`src/rtl/commit_cmp.sv`:
```
// commit_cmp: lockstep retirement checker.
// The reference model and the core under test each deliver one commit per cycle
// into a private FIFO, so the two streams may retire with different timing. The
// FIFO heads are popped and compared in order. The compare result is registered
// and applied to the counters and error capture on the following cycle. The first
// divergence is latched with full context.
//
// Optional build macro: COMMIT_CMP_TIMEOUT_EN adds parameter TIMEOUT and output
// to_o. It flags, and halts on, one stream stalling while the other has
// entries waiting.
//
// Ports:
//   clk_i, rstn_i      clock, asynchronous active-low reset
//   clr_i              synchronous clear of FIFOs, flags, counters and state
//   ref_*_i            reference commit: valid, stall slot, pc, instr, rd, data
//   dut_*_i            core-under-test commit: valid, pc, instr, rd, data
//   err_o / ovf_o      sticky first-mismatch / dropped-push flags
//   err_*_o            context of the first mismatching pair
//   commit_cnt_o       compared pairs (saturating)
//   mismatch_cnt_o     mismatching pairs (saturating)
//   ref/dut_level_o    FIFO occupancy, 0..DEPTH, combinational
//   to_o               (COMMIT_CMP_TIMEOUT_EN only) sticky timeout flag
module commit_cmp #(
    parameter int unsigned XLEN        = 32,
    parameter int unsigned DEPTH       = 8,
    parameter int unsigned CNT_W       = 32,
    parameter int unsigned HALT_ON_ERR = 1
`ifdef COMMIT_CMP_TIMEOUT_EN
    ,
    parameter int unsigned TIMEOUT     = 64
`endif
) (
    input  logic                    clk_i,
    input  logic                    rstn_i,
    input  logic                    clr_i,
    input  logic                    ref_valid_i,
    input  logic                    ref_stall_i,
    input  logic [XLEN-1:0]         ref_pc_i,
    input  logic [XLEN-1:0]         ref_instr_i,
    input  logic [4:0]              ref_rd_i,
    input  logic [XLEN-1:0]         ref_data_i,
    input  logic                    dut_valid_i,
    input  logic [XLEN-1:0]         dut_pc_i,
    input  logic [XLEN-1:0]         dut_instr_i,
    input  logic [4:0]              dut_rd_i,
    input  logic [XLEN-1:0]         dut_data_i,
    output logic                    err_o,
    output logic                    ovf_o,
    output logic [XLEN-1:0]         err_pc_o,
    output logic [XLEN-1:0]         err_ref_instr_o,
    output logic [XLEN-1:0]         err_dut_instr_o,
    output logic [XLEN-1:0]         err_ref_data_o,
    output logic [XLEN-1:0]         err_dut_data_o,
    output logic [4:0]              err_ref_rd_o,
    output logic [4:0]              err_dut_rd_o,
    output logic [CNT_W-1:0]        commit_cnt_o,
    output logic [CNT_W-1:0]        mismatch_cnt_o,
    output logic [$clog2(DEPTH):0]  ref_level_o,
    output logic [$clog2(DEPTH):0]  dut_level_o
`ifdef COMMIT_CMP_TIMEOUT_EN
    ,
    output logic                    to_o
`endif
);

    localparam int unsigned AW = $clog2(DEPTH);
    localparam int unsigned LW = AW + 1;

    typedef enum logic {
        ST_RUN  = 1'b0,
        ST_HALT = 1'b1
    } state_t;

    typedef struct packed {
        logic [XLEN-1:0] pc;
        logic [XLEN-1:0] instr;
        logic [4:0]      rd;
        logic [XLEN-1:0] data;
    } entry_t;

    state_t          state_q;
    state_t          state_d;

    entry_t          ref_mem [DEPTH];
    entry_t          dut_mem [DEPTH];
    logic [LW-1:0]   ref_wp_q;
    logic [LW-1:0]   ref_rp_q;
    logic [LW-1:0]   dut_wp_q;
    logic [LW-1:0]   dut_rp_q;

    entry_t          ref_in_c;
    entry_t          dut_in_c;
    entry_t          ref_head_c;
    entry_t          dut_head_c;
    logic            ref_empty_c;
    logic            dut_empty_c;
    logic            ref_full_c;
    logic            dut_full_c;
    logic            ref_push_req_c;
    logic            dut_push_req_c;
    logic            ref_push_c;
    logic            dut_push_c;
    logic            pop_c;
    logic            match_c;

    logic            cmp_vld_q;
    logic            cmp_mis_q;
    entry_t          cmp_ref_q;
    logic [XLEN-1:0] cmp_dut_instr_q;
    logic [4:0]      cmp_dut_rd_q;
    logic [XLEN-1:0] cmp_dut_data_q;

`ifdef COMMIT_CMP_TIMEOUT_EN
    localparam int unsigned TW = $clog2(TIMEOUT + 1);
    logic [TW-1:0]   to_cnt_q;
    logic            to_wait_c;
    logic            to_hit_c;
`endif

    // Incoming entries and FIFO status; the extra pointer bit separates full from empty.
    assign ref_in_c    = '{pc: ref_pc_i, instr: ref_instr_i, rd: ref_rd_i, data: ref_data_i};
    assign dut_in_c    = '{pc: dut_pc_i, instr: dut_instr_i, rd: dut_rd_i, data: dut_data_i};
    assign ref_head_c  = ref_mem[ref_rp_q[AW-1:0]];
    assign dut_head_c  = dut_mem[dut_rp_q[AW-1:0]];
    assign ref_empty_c = (ref_wp_q == ref_rp_q);
    assign dut_empty_c = (dut_wp_q == dut_rp_q);
    assign ref_full_c  = (ref_wp_q[AW] != ref_rp_q[AW]) &&
                         (ref_wp_q[AW-1:0] == ref_rp_q[AW-1:0]);
    assign dut_full_c  = (dut_wp_q[AW] != dut_rp_q[AW]) &&
                         (dut_wp_q[AW-1:0] == dut_rp_q[AW-1:0]);
    assign ref_level_o = ref_wp_q - ref_rp_q;
    assign dut_level_o = dut_wp_q - dut_rp_q;

    // Stall slots are not retirements and never enter the reference FIFO.
    assign ref_push_req_c = ref_valid_i && !ref_stall_i;
    assign dut_push_req_c = dut_valid_i;
    // A pop in the same cycle frees the head slot, so a full FIFO can still accept.
    assign ref_push_c     = ref_push_req_c && (!ref_full_c || pop_c);
    assign dut_push_c     = dut_push_req_c && (!dut_full_c || pop_c);

    // Write data is irrelevant to an x0 destination.
    assign match_c = (ref_head_c.pc    == dut_head_c.pc)    &&
                     (ref_head_c.instr == dut_head_c.instr) &&
                     (ref_head_c.rd    == dut_head_c.rd)    &&
                     ((ref_head_c.rd == 5'd0) || (ref_head_c.data == dut_head_c.data));

`ifdef COMMIT_CMP_TIMEOUT_EN
    // Exactly one side holding entries means the other stream has stopped retiring.
    assign to_wait_c = (state_q == ST_RUN) && (ref_empty_c != dut_empty_c);
    assign to_hit_c  = to_wait_c && (to_cnt_q == TW'(TIMEOUT - 1));
`endif

    // State register.
    always_ff @(posedge clk_i or negedge rstn_i) begin
        if (!rstn_i) begin
            state_q <= ST_RUN;
        end else begin
            state_q <= state_d;
        end
    end

    // Next state and pop decision; the halt is taken on the mismatching pop itself
    // so no further pair is popped while its result is still in flight.
    always_comb begin
        state_d = state_q;
        pop_c   = 1'b0;
        case (state_q)
            ST_RUN: begin
                pop_c = !ref_empty_c && !dut_empty_c;
                if (pop_c && !match_c && (HALT_ON_ERR != 0)) begin
                    state_d = ST_HALT;
                end
`ifdef COMMIT_CMP_TIMEOUT_EN
                if (to_hit_c) begin
                    state_d = ST_HALT;
                end
`endif
            end
            ST_HALT: begin
                state_d = ST_HALT;
            end
        endcase
        if (clr_i) begin
            state_d = ST_RUN;
            pop_c   = 1'b0;
        end
    end

    // FIFO storage (no reset needed; pointers qualify the contents).
    always_ff @(posedge clk_i) begin
        if (ref_push_c && !clr_i) begin
            ref_mem[ref_wp_q[AW-1:0]] <= ref_in_c;
        end
        if (dut_push_c && !clr_i) begin
            dut_mem[dut_wp_q[AW-1:0]] <= dut_in_c;
        end
    end

    // FIFO pointers.
    always_ff @(posedge clk_i or negedge rstn_i) begin
        if (!rstn_i) begin
            ref_wp_q <= '0;
            ref_rp_q <= '0;
            dut_wp_q <= '0;
            dut_rp_q <= '0;
        end else if (clr_i) begin
            ref_wp_q <= '0;
            ref_rp_q <= '0;
            dut_wp_q <= '0;
            dut_rp_q <= '0;
        end else begin
            if (ref_push_c) ref_wp_q <= ref_wp_q + LW'(1);
            if (dut_push_c) dut_wp_q <= dut_wp_q + LW'(1);
            if (pop_c) begin
                ref_rp_q <= ref_rp_q + LW'(1);
                dut_rp_q <= dut_rp_q + LW'(1);
            end
        end
    end

    // Compare stage: holds the popped pair and its verdict for one cycle.
    always_ff @(posedge clk_i or negedge rstn_i) begin
        if (!rstn_i) begin
            cmp_vld_q       <= 1'b0;
            cmp_mis_q       <= 1'b0;
            cmp_ref_q       <= '0;
            cmp_dut_instr_q <= '0;
            cmp_dut_rd_q    <= '0;
            cmp_dut_data_q  <= '0;
        end else if (clr_i) begin
            cmp_vld_q       <= 1'b0;
            cmp_mis_q       <= 1'b0;
            cmp_ref_q       <= '0;
            cmp_dut_instr_q <= '0;
            cmp_dut_rd_q    <= '0;
            cmp_dut_data_q  <= '0;
        end else begin
            cmp_vld_q <= pop_c;
            cmp_mis_q <= pop_c && !match_c;
            if (pop_c) begin
                cmp_ref_q       <= ref_head_c;
                cmp_dut_instr_q <= dut_head_c.instr;
                cmp_dut_rd_q    <= dut_head_c.rd;
                cmp_dut_data_q  <= dut_head_c.data;
            end
        end
    end

    // Counters, sticky flags and first-mismatch capture.
    always_ff @(posedge clk_i or negedge rstn_i) begin
        if (!rstn_i) begin
            err_o           <= 1'b0;
            ovf_o           <= 1'b0;
            err_pc_o        <= '0;
            err_ref_instr_o <= '0;
            err_dut_instr_o <= '0;
            err_ref_data_o  <= '0;
            err_dut_data_o  <= '0;
            err_ref_rd_o    <= '0;
            err_dut_rd_o    <= '0;
            commit_cnt_o    <= '0;
            mismatch_cnt_o  <= '0;
        end else if (clr_i) begin
            err_o           <= 1'b0;
            ovf_o           <= 1'b0;
            err_pc_o        <= '0;
            err_ref_instr_o <= '0;
            err_dut_instr_o <= '0;
            err_ref_data_o  <= '0;
            err_dut_data_o  <= '0;
            err_ref_rd_o    <= '0;
            err_dut_rd_o    <= '0;
            commit_cnt_o    <= '0;
            mismatch_cnt_o  <= '0;
        end else begin
            // Drops while halted are expected and not reported.
            if ((state_q == ST_RUN) &&
                ((ref_push_req_c && !ref_push_c) || (dut_push_req_c && !dut_push_c))) begin
                ovf_o <= 1'b1;
            end
            if (cmp_vld_q) begin
                if (commit_cnt_o != '1) commit_cnt_o <= commit_cnt_o + CNT_W'(1);
                if (cmp_mis_q) begin
                    if (mismatch_cnt_o != '1) mismatch_cnt_o <= mismatch_cnt_o + CNT_W'(1);
                    if (!err_o) begin
                        err_o           <= 1'b1;
                        err_pc_o        <= cmp_ref_q.pc;
                        err_ref_instr_o <= cmp_ref_q.instr;
                        err_dut_instr_o <= cmp_dut_instr_q;
                        err_ref_data_o  <= cmp_ref_q.data;
                        err_dut_data_o  <= cmp_dut_data_q;
                        err_ref_rd_o    <= cmp_ref_q.rd;
                        err_dut_rd_o    <= cmp_dut_rd_q;
                    end
                end
            end
        end
    end

`ifdef COMMIT_CMP_TIMEOUT_EN
    // Timeout counter: runs while exactly one side waits, clears otherwise in RUN.
    always_ff @(posedge clk_i or negedge rstn_i) begin
        if (!rstn_i) begin
            to_cnt_q <= '0;
            to_o     <= 1'b0;
        end else if (clr_i) begin
            to_cnt_q <= '0;
            to_o     <= 1'b0;
        end else begin
            if (to_wait_c) begin
                to_cnt_q <= to_cnt_q + TW'(1);
            end else if (state_q == ST_RUN) begin
                to_cnt_q <= '0;
            end
            if (to_hit_c) begin
                to_o <= 1'b1;
            end
        end
    end
`endif

endmodule
```
`config.mk`:
```
export PLATFORM = sky130hd
export DESIGN_NAME = commit_cmp
export DESIGN_NICKNAME = d
export VERILOG_FILES = /design/src/rtl/commit_cmp.sv
export SDC_FILE = /design/constraint.sdc
export NUM_CORES = 2
export LEC_CHECK = 0
export CAP_MARGIN = 30
export CORE_MARGIN = 2
export CORE_UTILIZATION = 35
export CTS_CLUSTER_DIAMETER = 150
export CTS_CLUSTER_SIZE = 12
export DETAILED_ROUTE_END_ITERATION = 6
export SLEW_MARGIN = 20
export SYNTH_ARGS = -nofsm -noshare
export SYNTH_HDL_FRONTEND = slang
export SYNTH_SLANG_ARGS = --single-unit
```
`constraint.sdc`:
```
create_clock -name clk_i -period 12.08 [get_ports clk_i]
set_input_delay 3.624 -clock clk_i [delete_from_list [all_inputs] [get_ports clk_i]]
set_output_delay 3.624 -clock clk_i [all_outputs]
set_load 0.01 [all_outputs]
```
; ---- Word-level counts from Yosys, hierarchy flattened
; Memory sizes are Yosys's and may differ from the RTL's.
; Cells that the tools add are included.
[op_classes]
n_reduce_logical = 42
n_addsub = 8
n_mux = 67
eq_ne = 13
n_bitwise = 1
[ops]
columns = operator, count
row1 = $mux W32, 31
row2 = $mux W101, 2
row3 = $eq A32 B32 Y1, 3
row4 = $add A32 B1 Y32 const B, 2
row5 = $ne A32 B32 Y1 const B, 2
row6 = $mux W5, 10
row7 = $mux W4, 8
row8 = $add A4 B1 Y4 const B, 4
row9 = $logic_and A1 B1 Y1, 16
row10 = $reduce_bool A2 Y1, 8
row11 = $mux W1, 15
row12 = $logic_not A1 Y1, 9
row13 = $eq A4 B4 Y1, 2
row14 = $sub A4 B4 Y4, 2
row15 = $eq A3 B3 Y1, 2
row16 = $reduce_and A3 Y1, 2
row17 = $eq A5 B5 Y1, 1
row18 = $logic_not A5 Y1, 1
row19 = $logic_or A1 B1 Y1, 4
row20 = $reduce_and A2 Y1, 2
row21 = $ne A1 B1 Y1, 2
row22 = $ne A2 B2 Y1 const B, 1
row23 = $pmux W1 S2, 1
row24 = $not A1 Y1, 1
[word_totals]
ramBits = 1616
ff_bits = 425
memories = 2
word_cells = 158
in_bits = 208
[mem_list]
columns = name, depth, word_bits, rd, rd_clocked_by_memory_dff, write_ports, line_no
row1 = dut_mem, 8, 101, 1, 0, 1, 85  ; entry_t dut_mem [DEPTH];
row2 = ref_mem, 8, 101, 1, 0, 1, 84  ; entry_t ref_mem [DEPTH];

; ---- Longest topological paths before layout
[depth]
word_depth = 13
ltp_mapped = 14
depth_no_buf = 10

; ---- Least setup slack after synthesis
; Ideal clock, no wire load.
[synth_path]
path_type = in2reg
start = in clr_i
end = mem ref_mem[0][0] (netlist name) (enable)
arrival_ps = 11374
setup_ps = 684
n_path_buf = 1
slack_ps = 21
stages = 7
path_cell_list = clkbuf_1 nor2_1 or3b_2 nand3b_1 nor2_1 nand2_1 nor3_1
[synth_between]
elab_chain_len = 6
word_cells_on_any_way = 7
[synth_lines]
columns = element, line_no
row1 = start: declaration, 35  ; input logic clr_i,
row2 = $mux W1, 183  ; if (clr_i) begin
row3 = $logic_or A1 B1 Y1, 138  ; assign ref_push_c = ref_push_req_c && (!ref_full_c || pop_c);
row4 = $logic_and A1 B1 Y1, 138
row5 = $logic_and A1 B1 Y1 (*), 191  ; if (ref_push_c && !clr_i) begin
row6 = $mux W1 (*), 191
row7 = $mux W1 (not written as such) (*), 192  ; ref_mem[ref_wp_q[AW-1:0]] <= ref_in_c;
row8 = end: declaration, 84
; Mark *: on every way between the ends. The rest lies on a longest branch, timed or not.

; ---- Worst setup path after layout
[layout_path]
start = reg ref_rp_q[2]
end = out ref_level_o[3]
[layout_between]
elab_chain_len = 1
[layout_lines]
columns = element, line_no
row1 = start: declaration, 87  ; logic [LW-1:0] ref_rp_q;
row2 = start signal: assignment, 215  ; ref_rp_q <= ref_rp_q + LW'(1);
row3 = $sub A4 B4 Y4, 131  ; assign ref_level_o = ref_wp_q - ref_rp_q;
row4 = end: declaration, 58  ; output logic [$clog2(DEPTH):0] ref_level_o,
; Every way passes these cells.

==> metrics.md <==
| Metric | Value |
|---|---|
| Status | finished, final reports clean |
| Slowest-stage cell, CP | dfrtp_2 |
| Final Cycle Share | 62.16% |
| CP Launch Type | flip-flop |
| Main flop type after synthesis | edfxtp_1 |
| Wire per inst | 27.22 um |
| Tightest Hold Check Type | flip-flop to flip-flop |
| Endpoints failing setup | 0 |
| Post-placement cell area | 87510 um^2 |
| Input/output buffers | 451 |
| Drc violations | 0 |
| TNS Setup | 0 ns |
| Pre-CTS WS | 4.471 ns |
| Post-synthesis register bit count | 2041 |
| Final HPWL DP | 147.2 mm |
| Relative slew slack | 22.34% |
| Least-Margin Pin Slew | 1.154 ns |
| Top post-synthesis cells by count | edfxtp_1, nand2_1, dfrtp_1 |
| Clock buffer count from CTS | 188 |
| Pin count of the biggest net entering global routing | 167 |
| Leakage dissipation | 30.69 nW |
| Synth Area per Inst | 17.39 um^2 |
| Maxcap violations | 0 |
| Leading post-synthesis cells by cell area | edfxtp_1, dfrtp_1, mux4_2 |
| Die width | 480.3 um |
| WP depth | 5 |
| Worst Slack Setup Final | 4.571 ns |
| Critical path type | flip-flop to output port |
| Post-CTS Setup Bufs | 0 |
| Full die area | 230700 um^2 |
| Fin cells | 8217 |
| GRT met2 Usage | 31.82% |
| Dpl cells | 7860 |
| Synth Net Count | 4789 |
| Fillcell total | 20.19k |
| Area of the multi-input gates | 19050 um^2 |
| CTS tree | done |
| Worst EP required | 8.46 ns |
| Via count | 42.65k |
| Slew Viols, Final | 0 |
| CP Max Fanout | 23 |
| Worst hold margin | 0.5167 ns |
| Die Span Y | 480.3 um |
| Clk pin slew, worst setup/hold paths | 0.06 ns |
| Worst Path Buf+Inv | 2 |
| Total Wirelength | 223.7 mm |
| Ys async rst share | 20.82% |
| Fin. Hold Viols | 0 |
| CTS sink cnt | 2041 |
| Synth Warn # | 0 |
| Fraction of layout cells with a size suffix above 1 | 13.37% |
| Vias in the first global route | 42.87k |
| Htree depth | 4 |
| Cells after synthesis | 4567 |
| Top cell type by total area after synthesis | edfxtp_1 |
| GR peak layer | met2 |
| Clock skew | 0.05774 ns |
| GR Layer Usage met3 | 4.144% |
| Clock root buffer | clkbuf_16 |
| Post_cts resized | 0 |
| Routed Antenna Nets | 0 |
| Overflow after GRT | 0 |
| Critical path capture point type | output port |
| Vias per cell | 5.190 |
| Critical Path Start | ref_rp_q[2] |
| Crit-path cells | clkinv_2 -> ha_1 -> a21oi_1 -> xor2_1 -> clkdlybuf4s50_1 |
| Crit path max-delay family | buffers and inverters |
| Power Density | 167.0 nW/um^2 |
| Initial antenna violation count | 83 |
| Reg2Reg Setup Slack | 5.68 ns |
| Count of different cell masters after synthesis | 67 |
| CTS hold repair buffers | 0 |
| Initial Util | 35.27% |
| Critical Path Sink | ref_level_o[3] |
| Core area | 225100 um^2 |
| Worst Path Arrival | 3.88 ns |
| R2R Path Start | ref_rp_q[1] |
| Register area | 59180 um^2 |
| Pre-antenna DRT Iters | 5 |
| Max IR drop VDD | 0.1155 mV |
| DR iter-0 viols | 4219 |
| Maximum clock rate | 0.1332 GHz |
| RSZ-0062 raised after global routing | no |
| CTS max path bufs | 3 |
| Top-Level Pins | 452 |
| Worst-skew pair later-pin latency | 0.83 ns |
| Yosys top cell area share | 61.12% |
| Final worst path period need | 7.509 ns |
| Area delta synth->final | 17.51% |
| GR Util met1 | 25.29% |
| Post-Synthesis Cell Area | 79400 um^2 |
| R2R Path End | state_q |
| Number of synthesized flops with an enable pin | 1616 |
| Final Cell Area | 93310 um^2 |
| GP Congestion | 0.8072 |
| Top-count cell post-synth | edfxtp_1 |
| Cell Rows | 174 |
| First-pass GRT wire length | 319.3 mm |
| Tot GR Track Use | 19.17% |
| Register-to-Register Path Depth | 11 |
| Nets | 5290 |
| Register area share after synthesis | 74.51% |
| Slowest stage delay, CP | 0.79 ns |
[state kept, by name, summed over array words and instances, names as in the netlist, 4 cells and up]
register / count
cmp_ref_q: 101
mismatch_cnt_o: 32
err_pc_o: 32
err_dut_instr_o: 32
dut_mem: 808
cmp_dut_rd_q: 5
err_dut_data_o: 32
ref_rp_q: 4
ref_wp_q: 4
err_ref_data_o: 32
err_ref_instr_o: 32
cmp_dut_instr_q: 32
dut_rp_q: 4
dut_wp_q: 4
err_ref_rd_o: 5
ref_mem: 808
commit_cnt_o: 32
err_dut_rd_o: 5
cmp_dut_data_q: 32
[layout by cell type, fill, tap and decap left out, types with 91 or more instances in the layout]
cell type        instances
a211oi_1               106
a21oi_1                244
buf_4                   91
clkbuf_1               124
clkbuf_16              188
clkdlybuf4s50_1        449
dfrtp_1                419
edfxtp_1              1616
mux2i_1                255
mux4_2                 328
nand2_1                563
nor2_1                 254
xor2_1                 107
[routing by layer]
metal,vias up,share of wire [%]
li1,18560,-
met1,22400,41
met5,-,0.12
met2,1313,49
met3,332,6.7
met4,42,3.1
[report_power, final]
group | internal [mW] | total [mW] | switching (mW)
Combinational | 0.861 | 2.08 | 1.22
Clock | 2.93 | 5.54 | 2.61
Sequential | 7.79 | 7.95 | 0.160
Total | 11.6 | 15.6 | 3.99
[through the flow]
stage	power (mW)	utilization (%)
2_1_floorplan	9.408	-
3_3_place_gp	10.18	38.81
3_5_place_dp	10.21	38.87
6_report	15.58	41.45
5_1_grt	16.14	41.44
4_1_cts	15.73	41.32
[logic make-up (layout without fill, tap and decap cells)]
family                     Yosys count  after routing  share of synthesized area (%)
AOI/OAI and AO/OA                  472            472                          3.785
and+or+nand+nor                   1011           1011                          5.353
other                                0             19                              0
buffers and inverters              277            916                          1.707
muxes                              587            587                          12.59
xor gates and xnor gates           165            165                          1.820
adders and majority gates           14             14                         0.2395
DFF                               2041           2041                          74.51
[worst register-to-register path, delay by kind of cell (launching register included)]
family | cells | cell delay, ns
buffers and inverters | 3 | 2.18
XOR/XNOR | 1 | 0.21
flip-flops | 1 | 0.96
AND/OR/NAND/NOR | 4 | 1.51
AO/OA/AOI/OAI | 1 | 0.22
multiplexers | 2 | 1.15
[cell type report]
class                      instances  area share [%]
sequential                      2041           63.43
multi-input combinational       2249           20.41
timing repair buffer             566           6.096
clock buffer                     312           5.541
tap                             2992           4.012
clock inverter                    16          0.3701
inverter                          22         0.09119
antenna                           19         0.05096
[how the worst min path moves through the flow]
stage	start	endpoint	slack, ns	cells after the start
2_1_floorplan	cmp_dut_data_q[10]	err_dut_data_o[10]	0.50	2
3_3_place_gp	ovf_o	ovf_o	0.50	2
3_5_place_dp	cmp_ref_q[76]	err_pc_o[7]	0.51	2
4_1_cts	cmp_ref_q[7]	err_ref_data_o[7]	0.51	2
5_1_grt	cmp_dut_data_q[7]	err_dut_data_o[7]	0.53	2
6_report	cmp_ref_q[7]	err_ref_data_o[7]	0.52	2
(Power assumes the default switching activity.)
